File: src/rtl/nes_pkg.sv
// ============================================================================
// Module : nes_pkg
// Shared state encoding, button bit indices and defaults for the NES pad responder.
// Rev    : 1.0
// ============================================================================
`default_nettype none

package nes_pkg;

  typedef enum logic [1:0] {
    ST_IDLE  = 2'd0,
    ST_LATCH = 2'd1,
    ST_SHIFT = 2'd2,
    ST_DONE  = 2'd3
  } nes_state_e;

  localparam int BTN_A    = 0;
  localparam int BTN_B    = 1;
  localparam int BTN_SEL  = 2;
  localparam int BTN_STRT = 3;
  localparam int BTN_UP   = 4;
  localparam int BTN_DN   = 5;
  localparam int BTN_L    = 6;
  localparam int BTN_R    = 7;

  localparam int DEFAULT_TIMEOUT_CYC = 50000;

endpackage

`default_nettype wire

File: src/rtl/nes_sync_edge.sv
// ============================================================================
// Module : nes_sync_edge
// N-stage synchronizer for an asynchronous input, with rise/fall edge strobes.
// Rev    : 1.0
// ============================================================================
`default_nettype none

module nes_sync_edge #(
  parameter int STAGES = 2
) (
  input  logic clk,
  input  logic reset,
  input  logic din,
  output logic level,
  output logic rise,
  output logic fall
);

  logic [STAGES-1:0] sync;
  logic              dly;

  always_ff @(posedge clk or posedge reset) begin
    if (reset) begin
      sync <= '0;
      dly  <= 1'b0;
    end else begin
      sync <= {sync[STAGES-2:0], din};
      dly  <= sync[STAGES-1];
    end
  end

  // Edges compare the last synchronized stage against one extra delay flop.
  assign level = sync[STAGES-1];
  assign rise  = sync[STAGES-1] & ~dly;
  assign fall  = ~sync[STAGES-1] & dly;

endmodule

`default_nettype wire

File: src/rtl/nes_pad_responder.sv
// ============================================================================
// Module : nes_pad_responder
// Emulates an NES controller: latches buttons on the console strobe, shifts them out.
// Rev    : 1.0
// ============================================================================
`default_nettype none

module nes_pad_responder
  import nes_pkg::*;
#(
  parameter int SYNC_STAGES = 2,
  parameter int TIMEOUT_CYC = DEFAULT_TIMEOUT_CYC
) (
  input  logic       clk,
  input  logic       reset,
  input  logic       en,
  input  logic [7:0] buttons,
  input  logic       latch_in,
  input  logic       pulse_in,
  output logic       data_out,
  output logic       frame_done,
  output logic [7:0] frame_cnt
);

  localparam int              TW      = $clog2(TIMEOUT_CYC + 1);
  localparam logic [TW-1:0]   TO_LAST = TW'(TIMEOUT_CYC - 1);
  localparam logic [TW-1:0]   TO_ONE  = TW'(1);

  nes_state_e    state;
  logic [7:0]    shreg;
  logic [2:0]    bit_cnt;
  logic [TW-1:0] to_cnt;
  logic [7:0]    shifted;

  logic latch_lvl, latch_rise, latch_fall;
  logic pulse_lvl, pulse_rise, pulse_fall;
  logic unused_sync;

  nes_sync_edge #(.STAGES(SYNC_STAGES)) u_latch_sync (
    .clk   (clk),
    .reset (reset),
    .din   (latch_in),
    .level (latch_lvl),
    .rise  (latch_rise),
    .fall  (latch_fall)
  );

  nes_sync_edge #(.STAGES(SYNC_STAGES)) u_pulse_sync (
    .clk   (clk),
    .reset (reset),
    .din   (pulse_in),
    .level (pulse_lvl),
    .rise  (pulse_rise),
    .fall  (pulse_fall)
  );

  assign unused_sync = pulse_lvl ^ pulse_fall;
  assign shifted     = {1'b0, shreg[7:1]};

  always_ff @(posedge clk or posedge reset) begin
    if (reset) begin
      state      <= ST_IDLE;
      data_out   <= 1'b1;
      frame_done <= 1'b0;
      frame_cnt  <= 8'd0;
      shreg      <= 8'hFF;
      bit_cnt    <= 3'd0;
      to_cnt     <= '0;
    end else begin
      frame_done <= 1'b0;
      if (!en) begin
        state    <= ST_IDLE;
        data_out <= 1'b1;
        bit_cnt  <= 3'd0;
        to_cnt   <= '0;
      end else begin
        case (state)
          ST_IDLE: begin
            data_out <= 1'b1;
            if (latch_rise) begin
              state    <= ST_LATCH;
              shreg    <= ~buttons;
              data_out <= ~buttons[BTN_A];
              bit_cnt  <= 3'd0;
            end
          end
          ST_LATCH: begin
            if (latch_fall) begin
              state    <= ST_SHIFT;
              data_out <= shreg[0];
              to_cnt   <= '0;
            end else if (latch_lvl) begin
              shreg    <= ~buttons;
              data_out <= ~buttons[BTN_A];
              bit_cnt  <= 3'd0;
            end
          end
          ST_SHIFT: begin
            // A latch rise wins over a coincident pulse rise.
            if (latch_rise) begin
              state    <= ST_LATCH;
              shreg    <= ~buttons;
              data_out <= ~buttons[BTN_A];
              bit_cnt  <= 3'd0;
              to_cnt   <= '0;
            end else if (pulse_rise) begin
              shreg    <= shifted;
              data_out <= shifted[0];
              bit_cnt  <= bit_cnt + 3'd1;
              to_cnt   <= '0;
              if (bit_cnt == 3'd7) begin
                frame_done <= 1'b1;
                frame_cnt  <= frame_cnt + 8'd1;
                state      <= ST_DONE;
                data_out   <= 1'b0;
              end
            end else if (to_cnt == TO_LAST) begin
              state    <= ST_IDLE;
              data_out <= 1'b1;
              to_cnt   <= '0;
            end else begin
              to_cnt <= to_cnt + TO_ONE;
            end
          end
          ST_DONE: begin
            data_out <= 1'b0;
            if (latch_rise) begin
              state    <= ST_LATCH;
              shreg    <= ~buttons;
              data_out <= ~buttons[BTN_A];
              bit_cnt  <= 3'd0;
            end
          end
          default: state <= ST_IDLE;
        endcase
      end
    end
  end

endmodule

`default_nettype wire

File: config.mk
export PLATFORM = sky130hd
export DESIGN_NAME = nes_pad_responder
export DESIGN_NICKNAME = d
export VERILOG_FILES = /design/src/rtl/nes_pkg.sv /design/src/rtl/nes_sync_edge.sv /design/src/rtl/nes_pad_responder.sv
export SDC_FILE = /design/constraint.sdc
export NUM_CORES = 1
export LEC_CHECK = 0
export ABC_AREA = 1
export BUFFER_PORTS_ARGS = -buffer_cell sky130_fd_sc_hd__buf_2
export CAP_MARGIN = 10
export CORE_MARGIN = 5
export CORE_UTILIZATION = 60
export DETAILED_ROUTE_END_ITERATION = 12
export HOLD_SLACK_MARGIN = 0.12
export PLACE_DENSITY = 0.78
export SLEW_MARGIN = 0
export SYNTH_ARGS = -nofsm -noshare
export SYNTH_HDL_FRONTEND = slang
export SYNTH_SLANG_ARGS = --single-unit
File: constraint.sdc
create_clock -name clk -period 2.8 [get_ports clk]
set_input_delay 0.56 -clock clk [delete_from_list [all_inputs] [get_ports clk]]
set_output_delay 0.56 -clock clk [all_outputs]
set_load 0.01 [all_outputs]
# Word-level counts from Yosys, hierarchy flattened
# Index checks and enable logic that the tools add are counted.
[classes] n_addsub=3 eq_ne=18 mux=42 bitwise=9 reduce_logical=8
[op_table] op="two-way mux 16 bit" n=5
[op_table] op="two-way mux 8 bit" n=5
[op_table] op="case mux 16 bit (2 select lines)" n=1
[op_table] op="case mux 8 bit (3 select lines)" n=1
[op_table] op="two-way mux 3 bit" n=6
[op_table] op="adder 16 x 1 -> 16 bit, second input constant" n=1
[op_table] op="equality test 16 bit, second input constant" n=1
[op_table] op="two-way mux 1 bit" n=14
[op_table] op="two-way mux 2 bit" n=7
[op_table] op="!= test 5 bit, second input constant" n=2
[op_table] op="AND reduction 5 bit" n=2
[op_table] op="!= test 3 bit, second input constant" n=3
[op_table] op="case mux 3 bit (3 select lines)" n=1
[op_table] op="adder 8 x 1 -> 8 bit, second input constant" n=1
[op_table] op="inverter 8 bit" n=1
[op_table] op="AND reduction 4 bit" n=2
[op_table] op="!= test 3 x 2 -> 1 bit, second input constant" n=2
[op_table] op="case mux 2 bit (3 select lines)" n=1
[op_table] op="inverter 1 bit" n=5
[op_table] op="equality test 2 bit, second input constant" n=2
[op_table] op="!= test 2 x 1 -> 1 bit, second input constant" n=2
[op_table] op="!= test 4 x 3 -> 1 bit, second input constant" n=1
[op_table] op="!= test 4 bit, second input constant" n=1
[op_table] op="case mux 1 bit (4 select lines)" n=1
[op_table] op="other kinds (9)" n=12
[totals] ff_bits=45 inputBits=13 word_cells=91

# Depth between registers and ports, before layout
# Gate-level depths: netlist of the first run.
[logic_depth] word_depth=6 ltp_mapped=10

# Cells and area by module
# From an unflattened synthesis of the first run, not the netlist that was laid out.
[unflattened] cells_unflattened=314 area_unflattened_um2=2421.1
[modules_own_cells] module="nes_pad_responder" n_inst=1 cells_per_inst=298 area_each_um2=2233.4 seq_area_each_um2=987.2
[modules_own_cells] module="nes_sync_edge" n_inst=2 cells_per_inst=8 area_each_um2=93.8 seq_area_each_um2=75.1

# Least setup slack after synthesis of the first run
# No wires, ideal clock.
[synth_timing] path_kind="flip-flop to flip-flop" start="register state[0]" end="register bit_cnt[1]" setup_time_ns=0.117 arrival_ns=1.451 required_ns=2.683 setup_slack_ns=1.231 path_stages_with_launch=11 path_cell_list="dfrtp_1 > inv_1 > ha_1 > inv_2 > nor2_4 > nand2_2 > nand2_4 > nor2_8 > buf_8 > nand3_1 > nand2_1"
[synth_between] elab_chain_cells=4 word_cells_on_any_way=12 classes_between="eq/ne (7); mux (2); reduce/logical (3)"
[synth_rtl] element="start: declaration" line_no="nes_pad_responder.sv:29" rtl="nes_state_e state;"
[synth_rtl] element="start signal: assignment" line_no="nes_pad_responder.sv:62" rtl="state <= ST_IDLE;"
[synth_rtl] element="start signal: assignment" line_no="nes_pad_responder.sv:72" rtl="state <= ST_IDLE;"
[synth_rtl] element="start signal: assignment" line_no="nes_pad_responder.sv:81" rtl="state <= ST_LATCH;"
[synth_rtl] element="equality test 2 bit / zero test 2 bit (equally long branches)" line_no="nes_pad_responder.sv:77" rtl="case (state)"
[synth_rtl] element="OR reduction 2 bit (no line)"
[synth_rtl] element="!= test 3 x 2 -> 1 bit (no line) / case mux 3 bit (3 select lines) (equally long branches)"
[synth_rtl] element="AND reduction 4 bit (no line) / two-way mux 3 bit (equally long branches)"
[synth_rtl] element="end signal: assignment" line_no="nes_pad_responder.sv:109" rtl="bit_cnt <= bit_cnt + 3'd1;"
[synth_rtl] element="end: declaration" line_no="nes_pad_responder.sv:31" rtl="logic [2:0] bit_cnt;"
# Parallel ways exist; a longest one is shown, timed or not.
# A chain may end at the register's enable or synchronous reset.

# Final worst setup path of the first run
[layout_timing] start="register state[0]" end="register to_cnt[7]"
[layout_between] elab_chain_cells=3 word_cells_on_any_way=7 classes_between="eq/ne (4); mux (2); reduce/logical (1)"
[layout_rtl] element="equality test 2 bit / equality test 2 x 1 -> 1 bit (equally long branches)" line_no="nes_pad_responder.sv:77"
[layout_rtl] element="case mux 16 bit (2 select lines) (tied with other cells)" line_no="nes_pad_responder.sv:77"
[layout_rtl] element="two-way mux 16 bit / AND reduction 2 bit (equally long branches)"
[layout_rtl] element="end signal: assignment" line_no="nes_pad_responder.sv:122" rtl="to_cnt <= to_cnt + TO_ONE;"
[layout_rtl] element="end: declaration" line_no="nes_pad_responder.sv:32" rtl="logic [TW-1:0] to_cnt;"
# Parallel ways exist; a longest one is shown, timed or not.

==> results.cfg, run 1 <==
[clocking]
tritoncts.num_buffers = 5
postCtsSetupBuffers = 0
cts-root-buf = clkbuf_8
post_cts_resized = 0
htree_levels = 2
clock_latency_ps = 290
cts-hold-fix-buffers = 0
cts_buffer_depth = 2
cts.clk_slew.worst_paths_ps = 80
cts.sink_count = 45
cts_tree = yes

[die]
start_util_pct = 62.6
num_rows = 23
core_um2 = 4060
dieHeight_um = 75.1
die-area_um2 = 5630
ios = 23
die-width_um = 75.1

[sta]
max_freq_ghz = 0.535
period_needed_ps = 1870
tightest_slew_ps = 553
setup_viol = 0
slew_violations = 0
slew_headroom_pct = 63.1
fin_crit_sh_pct = 66.7
layout_setup_ws_ps = 932
finalSetupTns_ps = 0
rsz0062_at_grt = false
finalHoldViolations = 0
clock_skew_ps = 9.23

[yosys]
netlist_area_um2 = 2540
ys_warn_count = 0
synth_nets = 335
synth_top_area_share_pct = 35.5
ys_ff_latch = 45
avgSynthCellArea_um2 = 8.09
synth_area_leader_cell = dfrtp_1
synth_area_leaders = dfrtp_1, nand2_1, dfstp_2, nor2_1, inv_1
syn_inst = 314
synth.distinct_cells = 31
yosysSeqAreaShare_pct = 44.8

[global_route]
grt_pass1_wl_um = 8510
antenna_found_initial = 0
grt_max_degree = 46
grt_pass1_vias = 2014
grt.overflow.total = 0
grt_usage_pct = 19.5

[routing]
viasPerCell = 5.28
dr.pass1.iters = 5
postRouteAntennaNets = 0
drt_wl_total_um = 4740
drc_errors = 0
wire_per_inst_um = 12.1
initialDrtViolationCount = 246
vias = 2066

[placed_design]
hpwlAfterDp_um = 3580
gp_congestion = 0.891
post_dp_cell_area_um2 = 2680
preCtsSetupSlack_ps = 910
portBuffers = 22

[setup_path]
rrSetupSlack_ps = 930
r2r_start = state[0]
worst_setup_path_start_kind = flip-flop
required_ps = 3010
cp-end-kind = flip-flop
worstSetupPathType = flip-flop to flip-flop
regToRegEndpoint = to_cnt[7]
r2r_cells = 9
path_max_fanout = 12
arrival_ps = 2080

[finish]
final_util_pct = 68.4
most-common-layout-cells = nand2_1, nor2_1, dfrtp_1
areaGrowthSynthToFinish_pct = 9.21
antenna_cells = 0
final_common_cell = nand2_1
finish.instance_area_um2 = 2770
final_nets = 361
drive_gt1_share_pct = 21.1

[pwr]
p_leak_uw = 0.00138
ir_drop_v = 0.000535
power.density_nw_per_um2 = 612

[worst_hold_path]
hold_path_depth = 0
worstHoldStart = u_pulse_sync.sync[0]
hold_end = u_pulse_sync.sync[1]
hp-class = flip-flop to flip-flop

[run]
drv_cap = 0

[status]
status = finished, final reports clean
## synthesized netlist by cell type, drive strengths merged
cell type and number:
a21oi 14, a2bb2oi 1, and3 1, buf 4, dfrtp 36, dfstp 9
ha 8, inv 36, nand2 85, nand3 22, nand3b 2, nand4 10
nor2 49, nor3 7, o21ai 18, o21bai 3, or2 1, xnor2 3
xor2 5
## logic make-up (layout without fill, tap and decap cells)
family          count (synthesis)  count (layout)  share of synthesized area [%]
simple gates                  177             177                           33.9
flops                          45              45                           44.8
buf+inv                        40              67                           6.75
compound gates                 36              36                           7.83
fa+ha+maj                       8               8                           3.94
xor+xnor                        8               8                           2.76
## sequential cells by signal, indices dropped and copies added, names as in the netlist, 2 cells and up
register and flops:
u_pulse_sync.sync 2, frame_cnt 8, shreg 8, u_latch_sync.sync 2
state 2, bit_cnt 3, to_cnt 16
## layout make-up
type / instances / area, um^2
Multi-Input combinational cell: 229 / 1230
Sequential cell: 45 / 1140
Timing Repair Buffer: 23 / 118
Fill cell: 339 / 1280
Inverter: 36 / 135
Clock inverter: 3 / 21.3
Tap cell: 50 / 62.6
Clock buffer: 5 / 68.8
## worst max-delay path by stage
stage,start,endpoint,slack [ps],depth (start not counted)
final,state[0],to_cnt[7],930,9
after detailed placement,en,to_cnt[7],910,7
after global routing,state[0],to_cnt[2],780,9
after floorplan,reset,bit_cnt[0],1200,1
after global placement,en,to_cnt[7],1030,7
after CTS,state[0],to_cnt[7],920,9
## report_power, final
| part | switching, uW | internal [uW] |
|---|---|---|
| sequential | 49.1 | 772 |
| clock | 224 | 177 |
| combinational | 321 | 154 |
| total | 594 | 1100 |
## per-layer routing
metal,share of wire (%),GRT usage (%),wire (um),vias up
li1,-,-,-,1061
met1,49,26.2,2320,958
met2,46,32.4,2190,42
met3,4.0,3.60,191,5
met4,0.89,5.14,42,0
met5,0,0,0,-
## per-stage QoR
stage | instances | hold slack (ps) | power, uW
6_report | 391 | 353 | 1700
3_3_place_gp | 383 | 334 | 1290
5_1_grt | 391 | 359 | 1810
4_1_cts | 391 | 355 | 1720
3_5_place_dp | 383 | 335 | 1310
2_1_floorplan | 314 | 331 | 1230
## worst max-delay path: stages, from the launching register on
cell and delay, ps:
dfrtp_1 410, inv_1 80, ha_1 280, inv_2 130, nand3_1 100, nand2_2 280, inv_2 170, nand2_4 150
inv_2 70, a21oi_1 130
Note: power is estimated with default switching activity, not from simulation.
==> run 2, diff against run 1 <==
Settings changed: CORE_UTILIZATION 60 to 53, PLACE_DENSITY 0.78 to 0.73.
Clock period 2.8 ns to 1.7 ns, I/O delays scaled along.
==> run 2 against run 1 <==
Effect of this change: power rose by 82%; critical path depth up 1; first-iteration DRC count is 33% lower; largest cell class unchanged.
==> results.cfg, run 2 (synthesis results as in run 1) <==
[status]
status = finished, final reports clean

[sta]
fin_crit_sh_pct = 93.8
finalSetupTns_ps = 0
max_freq_ghz = 0.627
clock_skew_ps = 17.4
finalHoldViolations = 0
slew_violations = 0
rsz0062_at_grt = false
tightest_slew_ps = 299
slew_headroom_pct = 80.1
setup_viol = 0
period_needed_ps = 1590

[finish]
areaGrowthSynthToFinish_pct = 19.6
biggestRegsByFlops = to_cnt: 16 flops, frame_cnt: 8 flops, shreg: 8 flops
drive_gt1_share_pct = 29.1
final_nets = 384
regMostFlops = to_cnt
antenna_cells = 0
largest_register_ffs = 16
nFillCells = 376
finish.instance_area_um2 = 3040
multi_input_area_um2 = 1310
most-common-layout-cells = nand2_1, nor2_1, dfrtp_1
final_common_cell = nand2_1
seq_area_um2 = 1140

[setup_path]
worstSetupPathType = flip-flop to flip-flop
worst-path-buf-inv = 3
worst_setup_path_start_kind = flip-flop
crit_slowest_cell = dfrtp_1
arrival_ps = 1800
crit_family = simple AND/OR/NAND/NOR gates
r2r_start = state[0]
crit_chain = inv_2 -> ha_4 -> inv_2 -> nor2_4 -> nand2_2 -> nand2_4 -> nor2_8 -> buf_4 -> nand3_1 -> nand2_1
required_ps = 1910
cp-end-kind = flip-flop
max_stage_delay_ps = 430
path_max_fanout = 7
critPathLaunch = state[0]
crit_path_frequent_cell = inv_2

[routing]
vias = 2128
top_layer = met4
wire_per_inst_um = 12.0
initialDrtViolationCount = 164
drt_wl_total_um = 5020
dr.pass1.iters = 5
viasPerCell = 5.09
wl_met2_um = 2320
met3_length_um = 218
postRouteAntennaNets = 0
drc_errors = 0
wl_met1_um = 2410

[placed_design]
post_dp_cell_area_um2 = 2720
gp_congestion = 0.837
portBuffers = 22
hpwlAfterDp_um = 3420

[die]
die-width_um = 79.2
dieHeight_um = 79.2
die-area_um2 = 6280
num_rows = 25
start_util_pct = 54.1
core_um2 = 4690
ios = 23

[global_route]
grt_max_degree = 46
grt_pass1_vias = 1975
grt_pass1_wl_um = 8560
grt.overflow.total = 0
grt_usage_pct = 17.3
antenna_found_initial = 0

[worst_hold_path]
hp-class = input pin to flip-flop
worstHoldStart = pulse_in

[clocking]
tritoncts.num_buffers = 5
cts.clk_slew.worst_paths_ps = 100
cts_tree = yes
htree_levels = 2
cts.sink_count = 45
cts_buffer_depth = 2
clock_latency_ps = 310
cts-root-buf = clkbuf_8

[pwr]
power.density_nw_per_um2 = 1020
ir_drop_v = 0.000548
p_leak_uw = 0.00149

[run]
drv_cap = 0
## run 2: changes by cell type in the layout (fill, tap and decap cells not counted), moves of 3 or more
cell     delta
buf_4      +19
ha_1        -4
nand3_1     -3
inv_1       -3
nand3_2     +3
inv_2       +4
## run 2: area by class of cell
cell class,instances,share of cell area [%]
flip-flops and latches,45,37.5
clock inverters,2,0.494
multi-input cells,230,43.1
clock buffers,6,2.39
inverters,36,4.45
repair buffers,45,9.89
well taps,54,2.22
## run 2: path summary, 6_finish.rpt
kind | slack, ps | cells past startpoint | end
setup / recovery | 110 | 10 | bit_cnt[1]
hold / removal | 150 | 1 | u_pulse_sync.sync[0]
setup reg to reg | 110 | 10 | bit_cnt[1]
hold reg to reg | 360 | 0 | u_latch_sync.sync[1]
max in group asynchronous | 820 | 4 | data_out
min in group asynchronous | 600 | 4 | bit_cnt[1]
## run 2: repair_timing
item / 4_1_cts / 5_1_grt
resized for setup: 1 / 17
setup endpoints to repair: 3 / 30
hold endpoints to repair: 36 / 1
hold buffers: 1 / 1
setup buffers: 0 / 17
pin swaps: 0 / 5
cloned: 0 / 1
## run 2: worst register-to-register path, stage by stage (launching register included)
cell	delay, ps
dfrtp_1	430
inv_2	130
ha_4	150
inv_2	60
nor2_4	190
nand2_2	90
nand2_4	140
nor2_8	70
buf_4	140
nand3_1	60
nand2_1	50
## run 2: where the power goes
part           switching, uW  total, uW  internal [uW]
clock network            368        658            290
logic                    613       1080            464
registers               88.0       1360           1270
total                   1070       3090           2030
## run 2: layer usage
layer	vias up	GRT usage, %
met1	964	22.7
met5	-	0
li1	1112	-
met3	5	4.20
met2	47	27.5
met4	0	7.04
## run 2: per-stage QoR
step | util (%) | setup WS, ps | hold WS [ps] | power (uW) | std cells
6_report | 64.7 | 106 | 151 | 3090 | 418
3_3_place_gp | 58.1 | 89.4 | 332 | 2160 | 390
5_1_grt | 64.7 | 5.54 | 143 | 3330 | 418
3_5_place_dp | 58.1 | 5.72 | 338 | 2180 | 390
4_1_cts | 60.2 | 13.7 | 132 | 2860 | 399
2_1_floorplan | - | 131 | 331 | 2030 | 314
